$ cat src/rtl/uart_cmd_parser_pkg.sv
// Shared frame constants, FSM state codes and the frame checksum for the UART command parser.
package uart_cmd_parser_pkg;

    localparam logic [2:0] ST_IDLE     = 3'd0;
    localparam logic [2:0] ST_GET_CMD  = 3'd1;
    localparam logic [2:0] ST_GET_ADDR = 3'd2;
    localparam logic [2:0] ST_GET_DATA = 3'd3;
    localparam logic [2:0] ST_GET_CSUM = 3'd4;
    localparam logic [2:0] ST_ISSUE    = 3'd5;

    localparam logic [7:0] SYNC_BYTE_DEF = 8'hA5;
    localparam logic [7:0] CMD_WR_DEF    = 8'h57;
    localparam logic [7:0] CMD_RD_DEF    = 8'h52;

    typedef struct packed {
        logic       write;
        logic [7:0] addr;
        logic [7:0] wdata;
    } cmd_t;

    // 8-bit wrapping sum over CMD, ADDR and DATA.
    function automatic logic [7:0] frame_csum(input logic [7:0] c, input logic [7:0] a,
                                              input logic [7:0] d);
        logic [7:0] s;
        s = c + a + d;
        return s;
    endfunction

endpackage

$ cat src/rtl/uart_cmd_parser_if.sv
// Receive-FIFO pop side plus the command valid/ready side of the parser.
interface uart_cmd_parser_if;
    logic       rx_empty;
    logic [7:0] r_data;
    logic       rd_uart;
    logic       cmd_valid;
    logic       cmd_ready;
    logic       cmd_write;
    logic [7:0] cmd_addr;
    logic [7:0] cmd_wdata;

    modport master (
        input  rx_empty, r_data, cmd_ready,
        output rd_uart, cmd_valid, cmd_write, cmd_addr, cmd_wdata
    );

    modport slave (
        output rx_empty, r_data, cmd_ready,
        input  rd_uart, cmd_valid, cmd_write, cmd_addr, cmd_wdata
    );
endinterface

$ cat src/rtl/uart_cmd_parser_idle_timer.sv
// Inter-byte idle timer: counts enabled cycles, pulses expire combinationally on the last one.
// Latency: expire asserted in the LIMIT-th consecutive enabled cycle; no backpressure.
// Counter clears on clr or on expiry.
module uart_idle_timer #(
    parameter int LIMIT = 100000,
    parameter int TO_W  = 17
) (
    input  logic clk,
    input  logic reset,
    input  logic clr,
    input  logic en,
    output logic expire
);
    logic [TO_W-1:0] cnt;

    assign expire = en & ~clr & (cnt == TO_W'(LIMIT - 1));

    always_ff @(posedge clk) begin
        if (reset || clr || expire) begin
            cnt <= '0;
        end else if (en) begin
            cnt <= cnt + TO_W'(1);
        end
    end
endmodule

$ cat src/rtl/uart_cmd_parser.sv
// Assembles SYNC/CMD/ADDR/DATA/CSUM frames from the UART RX FIFO into register commands.
// Latency: cmd_valid visible the cycle after the CSUM byte is popped.
// Backpressure: while a command waits on cmd_ready no bytes are popped; the FIFO absorbs it.
module uart_cmd_parser
    import uart_cmd_parser_pkg::*;
#(
    parameter logic [7:0] SYNC_BYTE   = SYNC_BYTE_DEF,
    parameter logic [7:0] CMD_WR      = CMD_WR_DEF,
    parameter logic [7:0] CMD_RD      = CMD_RD_DEF,
    parameter int         TIMEOUT_CYC = 100000,
    parameter int         TO_W        = 17
) (
    input  logic             clk,
    input  logic             reset,
    uart_cmd_parser_if.master bus,
    output logic [7:0]       csum_err_cnt,
    output logic [7:0]       bad_cmd_cnt,
    output logic [7:0]       timeout_cnt
);
    logic [2:0] state;
    logic [7:0] cmd_q, addr_q, data_q;
    cmd_t       cmd_out;
    logic       cmd_valid_q;
    logic       consume, in_get, expire;

    assign consume = ~bus.rx_empty & (state != ST_ISSUE);
    assign in_get  = state inside {ST_GET_CMD, ST_GET_ADDR, ST_GET_DATA, ST_GET_CSUM};

    assign bus.rd_uart   = consume;
    assign bus.cmd_valid = cmd_valid_q;
    assign bus.cmd_write = cmd_out.write;
    assign bus.cmd_addr  = cmd_out.addr;
    assign bus.cmd_wdata = cmd_out.wdata;

    uart_idle_timer #(.LIMIT(TIMEOUT_CYC), .TO_W(TO_W)) u_idle_timer (
        .clk    (clk),
        .reset  (reset),
        .clr    (consume | ~in_get),
        .en     (in_get & bus.rx_empty),
        .expire (expire)
    );

    function automatic logic [7:0] sat_inc(input logic [7:0] v);
        return (v == 8'hFF) ? v : v + 8'd1;
    endfunction

    always_ff @(posedge clk) begin
        if (reset) begin
            state        <= ST_IDLE;
            cmd_q        <= '0;
            addr_q       <= '0;
            data_q       <= '0;
            cmd_out      <= '0;
            cmd_valid_q  <= 1'b0;
            csum_err_cnt <= '0;
            bad_cmd_cnt  <= '0;
            timeout_cnt  <= '0;
        end else if (expire) begin
            state       <= ST_IDLE;
            timeout_cnt <= sat_inc(timeout_cnt);
        end else if (consume) begin
            case (state)
                ST_IDLE:     if (bus.r_data == SYNC_BYTE) state <= ST_GET_CMD;
                ST_GET_CMD:  begin cmd_q  <= bus.r_data; state <= ST_GET_ADDR; end
                ST_GET_ADDR: begin addr_q <= bus.r_data; state <= ST_GET_DATA; end
                ST_GET_DATA: begin data_q <= bus.r_data; state <= ST_GET_CSUM; end
                ST_GET_CSUM: begin
                    if (frame_csum(cmd_q, addr_q, data_q) != bus.r_data) begin
                        csum_err_cnt <= sat_inc(csum_err_cnt);
                        state        <= ST_IDLE;
                    end else if (cmd_q == CMD_WR || cmd_q == CMD_RD) begin
                        cmd_out.write <= (cmd_q == CMD_WR);
                        cmd_out.addr  <= addr_q;
                        cmd_out.wdata <= (cmd_q == CMD_WR) ? data_q : 8'h00;
                        cmd_valid_q   <= 1'b1;
                        state         <= ST_ISSUE;
                    end else begin
                        bad_cmd_cnt <= sat_inc(bad_cmd_cnt);
                        state       <= ST_IDLE;
                    end
                end
                default:     state <= ST_IDLE;
            endcase
        end else if (state == ST_ISSUE && bus.cmd_ready) begin
            cmd_valid_q <= 1'b0;
            state       <= ST_IDLE;
        end
    end
endmodule

$ cat src/flat_wrapper.sv
// flat-port wrapper written by rule: the top's interface ports become plain ports
module uart_cmd_parser_flat import uart_cmd_parser_pkg::*;
#(
    parameter logic [7:0] SYNC_BYTE   = SYNC_BYTE_DEF,
    parameter logic [7:0] CMD_WR      = CMD_WR_DEF,
    parameter logic [7:0] CMD_RD      = CMD_RD_DEF,
    parameter int         TIMEOUT_CYC = 100000,
    parameter int         TO_W        = 17
)
  (clk, reset, csum_err_cnt, bad_cmd_cnt, timeout_cnt, bus_rx_empty, bus_r_data, bus_cmd_ready, bus_rd_uart, bus_cmd_valid, bus_cmd_write, bus_cmd_addr, bus_cmd_wdata);
  uart_cmd_parser_if bus_i ();
  input  logic clk;
  input  logic reset;
  output logic [7:0] csum_err_cnt;
  output logic [7:0] bad_cmd_cnt;
  output logic [7:0] timeout_cnt;
  input wire logic [$bits(bus_i.rx_empty)-1:0] bus_rx_empty;
  input wire logic [$bits(bus_i.r_data)-1:0] bus_r_data;
  input wire logic [$bits(bus_i.cmd_ready)-1:0] bus_cmd_ready;
  output wire logic [$bits(bus_i.rd_uart)-1:0] bus_rd_uart;
  output wire logic [$bits(bus_i.cmd_valid)-1:0] bus_cmd_valid;
  output wire logic [$bits(bus_i.cmd_write)-1:0] bus_cmd_write;
  output wire logic [$bits(bus_i.cmd_addr)-1:0] bus_cmd_addr;
  output wire logic [$bits(bus_i.cmd_wdata)-1:0] bus_cmd_wdata;
  assign bus_i.rx_empty = bus_rx_empty;
  assign bus_i.r_data = bus_r_data;
  assign bus_i.cmd_ready = bus_cmd_ready;
  assign bus_rd_uart = bus_i.rd_uart;
  assign bus_cmd_valid = bus_i.cmd_valid;
  assign bus_cmd_write = bus_i.cmd_write;
  assign bus_cmd_addr = bus_i.cmd_addr;
  assign bus_cmd_wdata = bus_i.cmd_wdata;
  uart_cmd_parser #(.SYNC_BYTE(SYNC_BYTE), .CMD_WR(CMD_WR), .CMD_RD(CMD_RD), .TIMEOUT_CYC(TIMEOUT_CYC), .TO_W(TO_W)) u_core (.clk(clk), .reset(reset), .bus(bus_i), .csum_err_cnt(csum_err_cnt), .bad_cmd_cnt(bad_cmd_cnt), .timeout_cnt(timeout_cnt));
endmodule
$ cat config.mk
export PLATFORM = sky130hd
export DESIGN_NAME = uart_cmd_parser_flat
export DESIGN_NICKNAME = d
export VERILOG_FILES = /design/src/rtl/uart_cmd_parser_pkg.sv /design/src/rtl/uart_cmd_parser_if.sv /design/src/rtl/uart_cmd_parser_idle_timer.sv /design/src/rtl/uart_cmd_parser.sv /design/src/flat_wrapper.sv
export SDC_FILE = /design/constraint.sdc
export NUM_CORES = 1
export LEC_CHECK = 0
export ABC_CLOCK_PERIOD_IN_PS = 4300
export CAP_MARGIN = 20
export CORE_UTILIZATION = 55
export DETAILED_ROUTE_END_ITERATION = 8
export PLACE_DENSITY = 0.79
export SYNTH_ARGS = -nofsm -noshare
export SYNTH_HDL_FRONTEND = slang
export SYNTH_HIERARCHICAL = 1
export SYNTH_SLANG_ARGS = --single-unit
$ cat constraint.sdc
create_clock -name clk -period 4.3 [get_ports clk]
set_input_delay 0.43 -clock clk [delete_from_list [all_inputs] [get_ports clk]]
set_output_delay 0.43 -clock clk [all_outputs]
set_load 0.01 [all_outputs]
==> metrics <==
Max-slew headroom=between 30% and 40%; final setup vio count=0; Worst EP required=4.58 ns; grt ovf=0; layout cells sized above 1=5.97%; fin cells=slightly above 600; synth-to-layout area growth=19.7%; warning count from the yosys run=6; Critical Path AT=approximately 3.8 ns; die width=between 80 and 90 um; drt wl/cell=15.6 um; footprint of the multi-input gates=2390 um2; Async SR Flop Fraction=0%; post_cts resized=0; Chip Height=about 90 um; IO buf count=54; Primary FF master, synth=dfxtp_1; Min Hold Slack=0.478 ns; Nets=roughly 540; Critical path origin=u_core/cmd_q[0]; GRT Util Overall=between 20% and 30%; number of setup buffers added after CTS=0; Synth Area per Inst=approximately 9.2 um2; H-tree depth=3; number of diodes=0; commonest non-fill, non-tap cell in the layout=dfxtp_1; synthesized cell area=approximately 4300 um2; initial antenna violation count=0; Post-Place Cells=around 600; fin worst setup slack=0.739 ns; Synth Register Bits=86; CP endpoint kind=flip-flop; Reg-to-Reg Start=u_core/cmd_q[0]; Via density=just under 6; worst-case reg-to-reg path depth=12; hold_buf cts=0; top cell type by total area after synthesis=dfxtp_1; outcome=finished, final reports clean; final WL=just under 10 mm; drt first pass iters=5; Worst Setup Path Type=reg2reg; Die Area=~8000 um2; core area=~7400 um2; DP Wirelength=roughly 7.0 mm; # clock sinks=86; HP Class=reg2reg; worst hold stages=2; Reg area=about 1700 um2; Worst Tran Pin Value=a little over 1 ns; Pleak=about 1.9 nW; Worst Clk Skew=0.0104 ns; Final Hold Vio Count=0; Worst setup endpoint=u_core/bus.cmd_wdata[6]; via count=~3.6k; Max Freq=281 MHz; num rows=31; Reg2Reg Setup Slack=approximately 0.74 ns; # IOs=55; Synth Net Count=493; area post-placement=between 4000 and 5000 um2; top cells by area, synth=dfxtp_1, mux2i_1, nor2_1, xnor2_1, fa_1; vias in the first global route=between 3k and 4k; post-route ant nets=0; CTS tree=done; Max-cap violations=0; Pwr Density=303 nW/um2; area fraction of the dominant cell type after synthesis=40.5%; pre-CTS WS=0.705 ns; worst-path maximum fanout=25; critical path startpoint category=flip-flop; wire length of the first global-routing pass=16.5 mm; drt first-iter violations=roughly 190; clk_lat worst skew=between 0.3 and 0.4 ns; min cycle time layout=between 3 and 4 ns; crit share post-route=between 80% and 90%; DRC=0; layout filler cell count=~590; largest net degree at the start of global routing=44; Starting Density=57.7%; final slew viol count=0; Syn Inst Count=463; Post-synth EDFFs=0; Num CTS Buffers=9; Max IR drop VDD=~230 uV; Distinct cells, synth=53; most frequent cells in the layout=dfxtp_1, nor2_1, clkdlybuf4s50_1; FF-to-FF End=u_core/bus.cmd_wdata[6]; unrepaired setup endpoints after global routing=false; final instance area=between 5000 and 6000 um2; CTS max path bufs=2; RePlAce Congestion=a little over 0.9; sequential fraction of the synthesis area=between 40% and 50%; root buf cell=clkbuf_8; clk slew on worst S/H paths=~0.09 ns; Final TNS setup=0 ns
kinds of logic after synthesis:
logic type / after synthesis / share of synthesized area (%)
simple gates: 181 / 21.8
flops: 86 / 40.5
compound gates: 66 / 10.1
xor+xnor: 41 / 8.62
mux: 37 / 8.71
buf+inv: 34 / 3.59
fa+ha+maj: 18 / 6.71
through the flow:
step / utilization (%) / power [mW]
floorplan: - / 0.888
global placement: 66.0 / 0.914
detailed placement: 66.0 / 0.918
CTS: 69.1 / 1.55
global route: 69.1 / 1.61
finish: 69.1 / 1.54
worst min-delay path by stage:
stage | startpoint | endpoint | slack, ns
after floorplan | u_core/data_q[0] | u_core/bus.cmd_wdata[0] | 0.46
after global placement | u_core/bus.cmd_wdata[4] | u_core/bus.cmd_wdata[4] | 0.46
after detailed placement | u_core/bus.cmd_wdata[4] | u_core/bus.cmd_wdata[4] | 0.47
after CTS | u_core/bus.cmd_wdata[4] | u_core/bus.cmd_wdata[4] | 0.48
after global routing | u_core/bus.cmd_wdata[2] | u_core/bus.cmd_wdata[2] | 0.51
final | u_core/bus.cmd_wdata[4] | u_core/bus.cmd_wdata[4] | 0.48
metal layers:
| metal | wire length [um] | global-route usage, % | vias up |
|---|---|---|---|
| met2 | 4700 | 43.1 | 126 |
| li1 | - | - | 1732 |
| met3 | 457 | 4.15 | 25 |
| met5 | 0 | 0 | - |
| met1 | 4300 | 32.1 | 1686 |
| met4 | 204 | 8.87 | 0 |
report_power, final:
| part | internal, mW | total, mW | switching, mW | leakage (nW) |
|---|---|---|---|---|
| Clock | 0.347 | 0.643 | 0.296 | 0.107 |
| Sequential | 0.801 | 0.809 | 0.00800 | 0.693 |
| Combinational | 0.0364 | 0.0915 | 0.0551 | 1.06 |
| Total | 1.18 | 1.54 | 0.360 | 1.86 |
flip-flops by register name, indices dropped and copies added, names as in the netlist:
signal,flops
u_core/bus.cmd_valid,1
u_core/state,3
u_core/u_idle_timer/cnt,17
u_core/cmd_q,8
u_core/bad_cmd_cnt,8
u_core/addr_q,8
u_core/data_q,8
u_core/timeout_cnt,8
u_core/csum_err_cnt,8
u_core/bus.cmd_write,1
u_core/bus.cmd_wdata,8
u_core/bus.cmd_addr,8
synth_stat cells (2+ instances only):
cell type  instances
dfxtp_1           86
nor2_1            71
mux2i_1           37
a21oi_1           26
xnor2_1           24
nand3_1           21
nand4_1           17
nand2_1           16
xor2_1            16
inv_1             15
clkbuf_1          13
ha_1              10
nor3_1             9
fa_1               8
nand2b_1           8
nor4_1             8
o21ai_0            8
a21o_1             6
and3_1             6
or3_1              5
o31ai_1            4
or4_1              4
nor2b_1            3
o21ai_1            3
o21bai_1           3
a211oi_1           2
a31oi_1            2
and2_1             2
buf_2              2
buf_4              2
buf_6              2
nand3b_1           2
nand4b_1           2
worst max-delay path, cell delays in order, from the launching register on:
cell and delay, ns:
dfxtp_1 0.39, inv_1 0.08, fa_1 0.41, inv_1 0.06, ha_1 0.18, fa_1 0.43, xor2_1 0.16, a2111oi_0 0.31
o2111ai_1 0.37, nor4_4 0.38, buf_4 0.36, nand3_1 0.15, a21oi_1 0.19
layout make-up:
type,count,area share (%)
multi-input cells,343,46.9
flip-flops and latches,86,33.8
repair buffers,59,11.3
clock buffers,10,2.70
well taps,99,2.43
clock inverters,6,1.84
inverters,15,1.11
(Power assumes the default switching activity.)
